$ cat src/rtl/wb_arbiter.sv
// wb_arbiter: merges the in-order pipeline writeback with queued long-latency
// results onto the single register-file write port. The pipeline always wins;
// queued results drain into free slots in acceptance order.
// Optional build macro WB_PENDING_MASK_EN adds the pending_mask output.
module wb_arbiter #(
  parameter int unsigned DEPTH        = 4,
  parameter int unsigned STARVE_LIMIT = 8
) (
  input  logic                    clock,
  input  logic                    reset,
  input  logic                    pipe_wen,
  input  logic [4:0]              pipe_wa,
  input  logic                    pipe_float,
  input  logic [31:0]             pipe_wd,
  input  logic                    lu_valid,
  input  logic [4:0]              lu_wa,
  input  logic                    lu_float,
  input  logic [31:0]             lu_wd,
  output logic                    lu_ready,
  output logic                    wen,
  output logic [4:0]              wa,
  output logic [31:0]             wd,
  output logic                    floatingWB,
  output logic                    stall_req,
  output logic [$clog2(DEPTH):0]  fifo_count
`ifdef WB_PENDING_MASK_EN
  ,
  output logic [63:0]             pending_mask
`endif
);

  localparam int unsigned PTR_W = $clog2(DEPTH);
  localparam int unsigned CNT_W = PTR_W + 1;
  localparam logic [7:0] STARVE_MAX    = 8'hFF;
  localparam logic [7:0] STARVE_THRESH = 8'(STARVE_LIMIT - 1);

  logic [4:0]       memWa    [DEPTH];
  logic             memFloat [DEPTH];
  logic [31:0]      memWd    [DEPTH];

  logic [PTR_W-1:0] rdPtr;
  logic [PTR_W-1:0] wrPtr;
  logic [CNT_W-1:0] count;
  logic [7:0]       starveCnt;
  logic             stallReg;

  logic             isEmpty;
  logic             isFull;
  logic             slotFree;
  logic             drain;
  logic             accept;
  logic             push;
  logic [PTR_W-1:0] rdNext;
  logic [PTR_W-1:0] wrNext;
  logic [CNT_W-1:0] countNext;

  // Handshake and arbitration decisions for this cycle
  always_comb begin
    isEmpty   = (count == '0);
    isFull    = (count == CNT_W'(DEPTH));
    lu_ready  = reset && !isFull;
    slotFree  = !pipe_wen || (pipe_wa == 5'd0);
    drain     = slotFree && !isEmpty;
    accept    = lu_valid && lu_ready;
    push      = accept && (lu_wa != 5'd0);
    rdNext    = drain ? rdPtr + PTR_W'(1) : rdPtr;
    wrNext    = push ? wrPtr + PTR_W'(1) : wrPtr;
    countNext = count + CNT_W'(push) - CNT_W'(drain);
  end

  // Register-file write port mux: pipe first, then FIFO head, else pass-through
  always_comb begin
    wen        = 1'b0;
    wa         = 5'd0;
    wd         = 32'd0;
    floatingWB = 1'b0;
    if (reset) begin
      if (!slotFree) begin
        wen        = 1'b1;
        wa         = pipe_wa;
        wd         = pipe_wd;
        floatingWB = pipe_float;
      end else if (!isEmpty) begin
        wen        = 1'b1;
        wa         = memWa[rdPtr];
        wd         = memWd[rdPtr];
        floatingWB = memFloat[rdPtr];
      end else begin
        wen        = pipe_wen;
        wa         = pipe_wa;
        wd         = pipe_wd;
        floatingWB = pipe_float;
      end
    end
  end

  // FIFO pointers and occupancy
  always_ff @(posedge clock or negedge reset) begin
    if (!reset) begin
      rdPtr <= '0;
      wrPtr <= '0;
      count <= '0;
    end else begin
      rdPtr <= rdNext;
      wrPtr <= wrNext;
      count <= countNext;
    end
  end

  // FIFO payload storage; contents are don't-care while the slot is invalid
  always_ff @(posedge clock) begin
    if (push) begin
      memWa[wrPtr]    <= lu_wa;
      memFloat[wrPtr] <= lu_float;
      memWd[wrPtr]    <= lu_wd;
    end
  end

  // Starvation counter and registered stall request
  always_ff @(posedge clock or negedge reset) begin
    if (!reset) begin
      starveCnt <= 8'd0;
      stallReg  <= 1'b0;
    end else if (isEmpty || drain) begin
      starveCnt <= 8'd0;
      stallReg  <= 1'b0;
    end else begin
      if (starveCnt != STARVE_MAX) starveCnt <= starveCnt + 8'd1;
      if (starveCnt >= STARVE_THRESH) stallReg <= 1'b1;
    end
  end

  assign stall_req  = stallReg;
  assign fifo_count = count;

`ifdef WB_PENDING_MASK_EN
  logic [63:0]      maskNext;
  logic [PTR_W-1:0] slot;

  // Destinations held by the post-edge FIFO contents
  always_comb begin
    maskNext = '0;
    slot     = '0;
    for (int unsigned i = 0; i < DEPTH; i++) begin
      slot = rdNext + PTR_W'(i);
      if (CNT_W'(i) < countNext) begin
        if (push && (slot == wrPtr)) maskNext[{lu_float, lu_wa}] = 1'b1;
        else                         maskNext[{memFloat[slot], memWa[slot]}] = 1'b1;
      end
    end
  end

  // Pending-destination mask register
  always_ff @(posedge clock or negedge reset) begin
    if (!reset) pending_mask <= '0;
    else        pending_mask <= maskNext;
  end
`endif

endmodule

$ cat config.mk
export PLATFORM = sky130hd
export DESIGN_NAME = wb_arbiter
export DESIGN_NICKNAME = d
export VERILOG_FILES = /design/src/rtl/wb_arbiter.sv
export SDC_FILE = /design/constraint.sdc
export NUM_CORES = 1
export LEC_CHECK = 0
export CAP_MARGIN = 20
export CORE_ASPECT_RATIO = 0.6
export CORE_UTILIZATION = 55
export CTS_CLUSTER_DIAMETER = 80
export DETAILED_ROUTE_END_ITERATION = 8
export HOLD_SLACK_MARGIN = 0.08
export PLACE_DENSITY = 0.83
export SLEW_MARGIN = 20
export SYNTH_ARGS = -nofsm -noshare
export SYNTH_HDL_FRONTEND = slang
export SYNTH_SLANG_ARGS = --single-unit
$ cat constraint.sdc
create_clock -name clock -period 7.87 [get_ports clock]
set_clock_uncertainty 0.2 [all_clocks]
set_input_delay 1.9675 -clock clock [delete_from_list [all_inputs] [get_ports clock]]
set_output_delay 1.9675 -clock clock [all_outputs]
set_load 0.01 [all_outputs]
==> results of run 1 <==
[routing by layer]
layer / GRT usage / wire length [um] / vias to the layer above
li1: - / - / 1838
met1: 0.310 / 6090 / 1976
met2: 0.374 / 6830 / 175
met3: 0.0687 / 1250 / 4
met4: 0.0890 / 70 / 0
met5: 0 / 0 / -
[kinds of logic (layout without fill, tap and decap cells)]
group,count (synthesis),in the layout
buf+inv,28,166
compound gates,52,52
simple gates,110,110
flops,168,168
mux,39,39
fa+ha+maj,8,8
xor+xnor,8,8
[registers in the layout, summed over array words and instances, names as in the netlist]
register,count
fifo_count,3
memFloat,4
memWa,20
memWd,128
rdPtr,2
stall_req,1
starveCnt,8
wrPtr,2
[how the worst max path moves through the flow]
stage,endpoint,slack (ns),depth (start not counted)
global placement,wa[4],1.49,8
detailed placement,wd[16],1.36,8
floorplan,wd[22],2.74,6
CTS,wd[24],1.27,8
finish,wa[4],1.28,8
global route,wa[4],1.17,8
[critical path, stage by stage]
cell and delay (ns):
clkdlybuf4s50_1 0.45, o31ai_1 0.41, nand3_2 0.14, inv_1 0.07, buf_4 0.42, nand2_1 0.10
a21boi_0 0.27, clkdlybuf4s50_1 0.60
[stage by stage]
stage	area, um2	cells
after global placement	8390	684
after global routing	8960	716
after floorplan	7040	413
after CTS	8960	716
after detailed placement	8390	684
final	8960	716
[area by class of cell]
type | instances | share of cell area
inverters | 7 | 0.00293
clock buffers | 17 | 0.0475
well taps | 165 | 0.0230
repair buffers | 127 | 0.140
flip-flops and latches | 168 | 0.555
clock inverters | 15 | 0.0158
multi-input cells | 217 | 0.216
[layout by cell type (no fill, tap or decap), drive strengths merged, types with 2 or more instances in the layout]
cell type      netlist  layout
clkdlybuf4s50        0     122
clkbuf               7      17
a21oi                5       5
nor3                 3       3
nand4                2       2
nand2               79      79
o21ai                2       2
and3                 2       2
and2                 5       5
xnor2                7       7
nor2                 8       8
clkinv               0       4
a211oi               2       2
edfxtp             152     152
a21boi              39      39
dfrtp               16      16
or3                  2       2
buf                 14       5
ha                   7       7
clkinvlp             0       5
inv                  7      12
mux4                38      38
nand3                5       5
[report_power, final]
part / internal (uW) / leakage [uW] / switching [uW] / total, uW
logic: 370 / 0.00120 / 288 / 658
clock network: 440 / 0.000265 / 349 / 789
registers: 1090 / 0.00158 / 105 / 1190
total: 1900 / 0.00305 / 742 / 2640
==> results.sh, run 1 <==
export IMPL_area_growth_pct=27.2
export IMPL_clock_latency_ns=0.42
export IMPL_globalplace_congestion=0.697
export IMPL_netlist_area_leader_share=0.648
export IMPL_htree_levels=4
export IMPL_synthMuxAreaShare=0.124
export IMPL_syn_num_nets=501
export IMPL_ff_latch_area_um2=4970
export IMPL_finalWirelength_um=14200
export IMPL_synth_cell_types=37
export IMPL_finalMaxSlewViolations=0
export IMPL_critPathRequiredTime_ns=5.70
export IMPL_wire_per_inst_um=19.9
export IMPL_maxCapViolCount=0
export IMPL_fin_total_pwr_uw=2640
export IMPL_drive_above_1_share=0.160
export IMPL_synth_area_leader_cell="edfxtp_1"
export IMPL_vias=3993
export IMPL_max_vdd_ir_drop_mv=0.191
export IMPL_finalCritPeriodShare=0.838
export IMPL_synthSimpleGateAreaFrac=0.0688
export IMPL_holdCritStartpoint="starveCnt[7]"
export IMPL_r2r_end="fifo_count[2]"
export IMPL_synth_common_cells="edfxtp_1 (152), nand2_1 (79), mux4_2 (38)"
export IMPL_worstSetupStartpoint="pipe_wa[0]"
export IMPL_layout_nets=626
export IMPL_fin_setup_tns_ns=0
export IMPL_core_area_um2=12300
export IMPL_hp_class="flop to flop"
export IMPL_leakage_uw=0.00305
export IMPL_yosys_area_share_adder=0.0153
export IMPL_dr_pass1_iters=5
export IMPL_diodes=0
export IMPL_holdBufCountCts=0
export IMPL_status="finished clean"
export IMPL_relSlewSlack=0.301
export IMPL_synth_area_leaders="edfxtp_1 (65%), mux4_2 (12%), dfrtp_1 (5.7%)"
export IMPL_crit_reg2reg_launch="fifo_count[0]"
export IMPL_grt_pass1_wl_um=22200
export IMPL_rows=31
export IMPL_reg2reg_slack_ns=5.07
export IMPL_critPathLaunchType="primary input"
export IMPL_clockBufferDepth=2
export IMPL_cp_end_kind="output pin"
export IMPL_cp_max_fo=40
export IMPL_tightestPinTransition_ns=1.05
export IMPL_cts_tree="done"
export IMPL_synth_xor_area_share=0.00995
export IMPL_hold_violations=0
export IMPL_synth_compound_area_share=0.0570
export IMPL_multi_input_area_um2=1930
export IMPL_n_fill_cell=776
export IMPL_grt_use_total=0.234
export IMPL_dominantRegCellSynth="edfxtp_1"
export IMPL_fin_util=0.731
export IMPL_grt_pass1_vias=4141
export IMPL_min_to="starveCnt[7]"
export IMPL_seq_area_frac_synth=0.705
export IMPL_postCtsSetupRepairBufs=0
export IMPL_grt_overflow=0
export IMPL_yosysMostFrequentCell="edfxtp_1"
export IMPL_die_w_um=148
export IMPL_io_buffers=123
export IMPL_dp_slack_ns=1.36
export IMPL_ios=124
export IMPL_die_area_um2=13300
export IMPL_synthesis_area_um2=7040
export IMPL_avgSynthCellArea_um2=17.0
export IMPL_r2r_cells=10
export IMPL_antenna_found_initial=1
export IMPL_synth_cells=413
export IMPL_critical_path_class="primary input to output pin"
export IMPL_path_clk_slew_ns=0.06
export IMPL_initial_core_util=0.574
export IMPL_hold_worst_slack_ns=0.363
export IMPL_finalCriticalPeriod_ns=6.59
export IMPL_synthArstFlopShare=0.0952
export IMPL_clock_sinks=168
export IMPL_fin_ws_ns=1.28
export IMPL_synth_top_family_by_area="multiplexers"
export IMPL_grt_max_degree=41
export IMPL_post_cts_resized=0
export IMPL_die_h_um=89.6
export IMPL_ys_warn_count=0
export IMPL_cts_buffers=17
export IMPL_finalSetupViolations=0
export IMPL_ys_seq_elements=168
export IMPL_viasPerCell=5.58
export IMPL_cp_data_arrival_time_ns=4.43
export IMPL_drt_iter0_drc=252
export IMPL_ant_nets=0
export IMPL_hpwlAfterDp_um=8670
export IMPL_synth_edf_count=152
export IMPL_fmax_mhz=152
export IMPL_powerDensity_nw_per_um2=295
export IMPL_ctsRootBufferMaster="clkbuf_16"
export IMPL_min_path_cells=1
export IMPL_rsz0062_at_grt="no"
export IMPL_drc_errors=0
Power figures use the tool's default switching activity.
==> run 2, diff against run 1 <==
--- a/config.mk
+++ b/config.mk
@@ -7,11 +7,11 @@
 export LEC_CHECK = 0
 export CAP_MARGIN = 20
 export CORE_ASPECT_RATIO = 0.6
-export CORE_UTILIZATION = 55
+export CORE_UTILIZATION = 53
 export CTS_CLUSTER_DIAMETER = 80
 export DETAILED_ROUTE_END_ITERATION = 8
 export HOLD_SLACK_MARGIN = 0.08
-export PLACE_DENSITY = 0.83
+export PLACE_DENSITY = 0.8
 export SLEW_MARGIN = 20
 export SYNTH_ARGS = -nofsm -noshare
 export SYNTH_HDL_FRONTEND = slang
==> constraint.sdc (replaced) <==
create_clock -name clock -period 6.13 [get_ports clock]
set_clock_uncertainty 0.2 [all_clocks]
set_input_delay 1.5325 -clock clock [delete_from_list [all_inputs] [get_ports clock]]
set_output_delay 1.5325 -clock clock [all_outputs]
set_load 0.01 [all_outputs]
==> run 2 against run 1 <==
Cell count up 0.84%. Routed wire length down 2.3%. Combinational power up 32%. Hold slack worse by 0.012 ns. Register-to-register slack worse by 1.7 ns. Non-clock buffer count up 2. Utilization down 3.3 points. Total power up 30%. Clock-buffer cell count up 1. First-iteration DRC count down 12%. Sequential share of layout area down 0.27 points. Critical path type unchanged.
==> results.sh, run 2 (synthesis gave the netlist of run 1 again) <==
export IMPL_die_area_um2=13800
export IMPL_grt_max_degree=41
export IMPL_holdBufCountCts=0
export IMPL_rows=32
export IMPL_clock_sinks=168
export IMPL_antenna_found_initial=0
export IMPL_critPathLaunchType="primary input"
export IMPL_cts_tree="done"
export IMPL_regMostFlops="memWd"
export IMPL_use_met3=0.0578
export IMPL_finalMaxSlewViolations=0
export IMPL_relSlewSlack=0.287
export IMPL_cp_end_kind="output pin"
export IMPL_finalWirelength_um=13900
export IMPL_grt_overflow=0
export IMPL_vias=4003
export IMPL_drt_iter0_drc=222
export IMPL_postCtsSetupRepairBufs=0
export IMPL_area_growth_pct=27.8
export IMPL_final_common_cell="edfxtp_1"
export IMPL_max_stage_delay_ns=0.58
export IMPL_diodes=0
export IMPL_drive_above_1_share=0.159
export IMPL_crit_path_frequent_cell="clkdlybuf4s50_1"
export IMPL_io_buffers=123
export IMPL_powerDensity_nw_per_um2=380
export IMPL_path_clk_slew_ns=0.06
export IMPL_clock_latency_ns=0.41
export IMPL_place_inst=691
export IMPL_hold_violations=0
export IMPL_tightestPinTransition_ns=1.07
export IMPL_die_w_um=151
export IMPL_final_cells=722
export IMPL_hpwlAfterDp_um=8600
export IMPL_finalCriticalPeriod_ns=5.47
export IMPL_grt_pass1_wl_um=21500
export IMPL_dr_pass1_iters=4
export IMPL_leakage_uw=0.00307
export IMPL_core_area_um2=12900
export IMPL_layout_nets=628
export IMPL_maxCapViolCount=0
export IMPL_use_met1=0.298
export IMPL_hp_class="flop to flop"
export IMPL_grt_pass1_vias=4093
export IMPL_cts_buffers=17
export IMPL_layout_common_cells="edfxtp_1 (152), clkdlybuf4s50_1 (122), nand2_1 (79)"
export IMPL_max_vdd_ir_drop_mv=0.221
export IMPL_finalSetupViolations=0
export IMPL_finalCritPeriodShare=0.892
export IMPL_grt_util_met2=0.343
export IMPL_fmax_mhz=183
export IMPL_grt_use_total=0.216
export IMPL_cp_max_fo=39
export IMPL_cp_data_arrival_time_ns=3.73
export IMPL_gr_max_usage_layer="met2"
export IMPL_die_h_um=91.3
export IMPL_globalplace_congestion=0.733
export IMPL_initial_core_util=0.546
export IMPL_top_regs="memWd: 128 flops, memWa: 20 flops, starveCnt: 8 flops"
export IMPL_ctsRootBufferMaster="clkbuf_16"
export IMPL_post_cts_resized=0
export IMPL_critical_path_class="primary input to output pin"
export IMPL_clockBufferDepth=2
export IMPL_largest_reg_flops=128
export IMPL_status="finished clean"
export IMPL_critPathRequiredTime_ns=4.40
export IMPL_drc_errors=0
export IMPL_ant_nets=0
export IMPL_worst_path_max_delay_cell="clkdlybuf4s50_1"
export IMPL_reg2reg_slack_ns=3.37
export IMPL_cp_cell_sequence="clkdlybuf4s50_1 -> o21ai_0 -> nand3_2 -> buf_4 -> nand2_1 -> a21boi_0 -> clkdlybuf4s50_1"
export IMPL_ios=124
export IMPL_fin_setup_tns_ns=0
export IMPL_rsz0062_at_grt="no"
export IMPL_viasPerCell=5.54
export IMPL_wire_per_inst_um=19.3
export IMPL_htree_levels=4
==> run 2: changes by cell type in the layout (fill, tap and decap cells not counted), sizes merged <==
cell,previous run,this run
clkbuf,17,18
buf,5,7
inv,12,11
clkinv,4,3
clkinvlp,5,4
bufinv,1,2
==> run 2: path summary, 6_finish.rpt <==
kind                                from            end  cells past startpoint
max                             pipe_wen         wd[21]                      7
min                         starveCnt[7]   starveCnt[7]                      1
max reg2reg                fifo_count[0]  fifo_count[2]                     10
min reg2reg                 starveCnt[7]   starveCnt[7]                      1
max in group asynchronous          reset       rdPtr[0]                      2
min in group asynchronous          reset  fifo_count[0]                      1
==> run 2: critical path, delay by kind of cell <==
kind            cells  cell delay [ns]
simple gates        2             0.28
buf+inv             3             1.53
compound gates      2             0.35
==> run 2: per-layer routing <==
layer,vias to the layer above,part of all wire
li1,1840,-
met1,2025,0.45
met2,134,0.48
met3,4,0.068
met4,0,0.0027
met5,-,0
==> run 2: layout make-up <==
type	count	area (um2)
Clock buffer	18	429
Clock inverter	13	148
Fill cell	851	3890
Inverter	7	26.3
Multi-Input combinational cell	217	1930
Sequential cell	168	4970
Tap cell	170	213
Timing Repair Buffer	129	1280
==> run 2: power by group <==
group / switching (uW) / internal (uW)
registers: 123 / 1400
logic: 385 / 484
clock network: 431 / 603
==> run 2: metrics by stage <==
| step | total power (uW) | util | hold WS, ns | worst slack (ns) | cell area [um2] |
|---|---|---|---|---|---|
| 2_1_floorplan | 2090 | - | 0.293 | 1.87 | 7040 |
| 3_3_place_gp | 2390 | 0.653 | 0.311 | 0.716 | 8420 |
| 3_5_place_dp | 2430 | 0.653 | 0.333 | 0.665 | 8420 |
| 4_1_cts | 3460 | 0.698 | 0.344 | 0.643 | 9000 |
| 5_1_grt | 3570 | 0.698 | 0.375 | 0.476 | 9000 |
| 6_report | 3420 | 0.698 | 0.351 | 0.663 | 9000 |
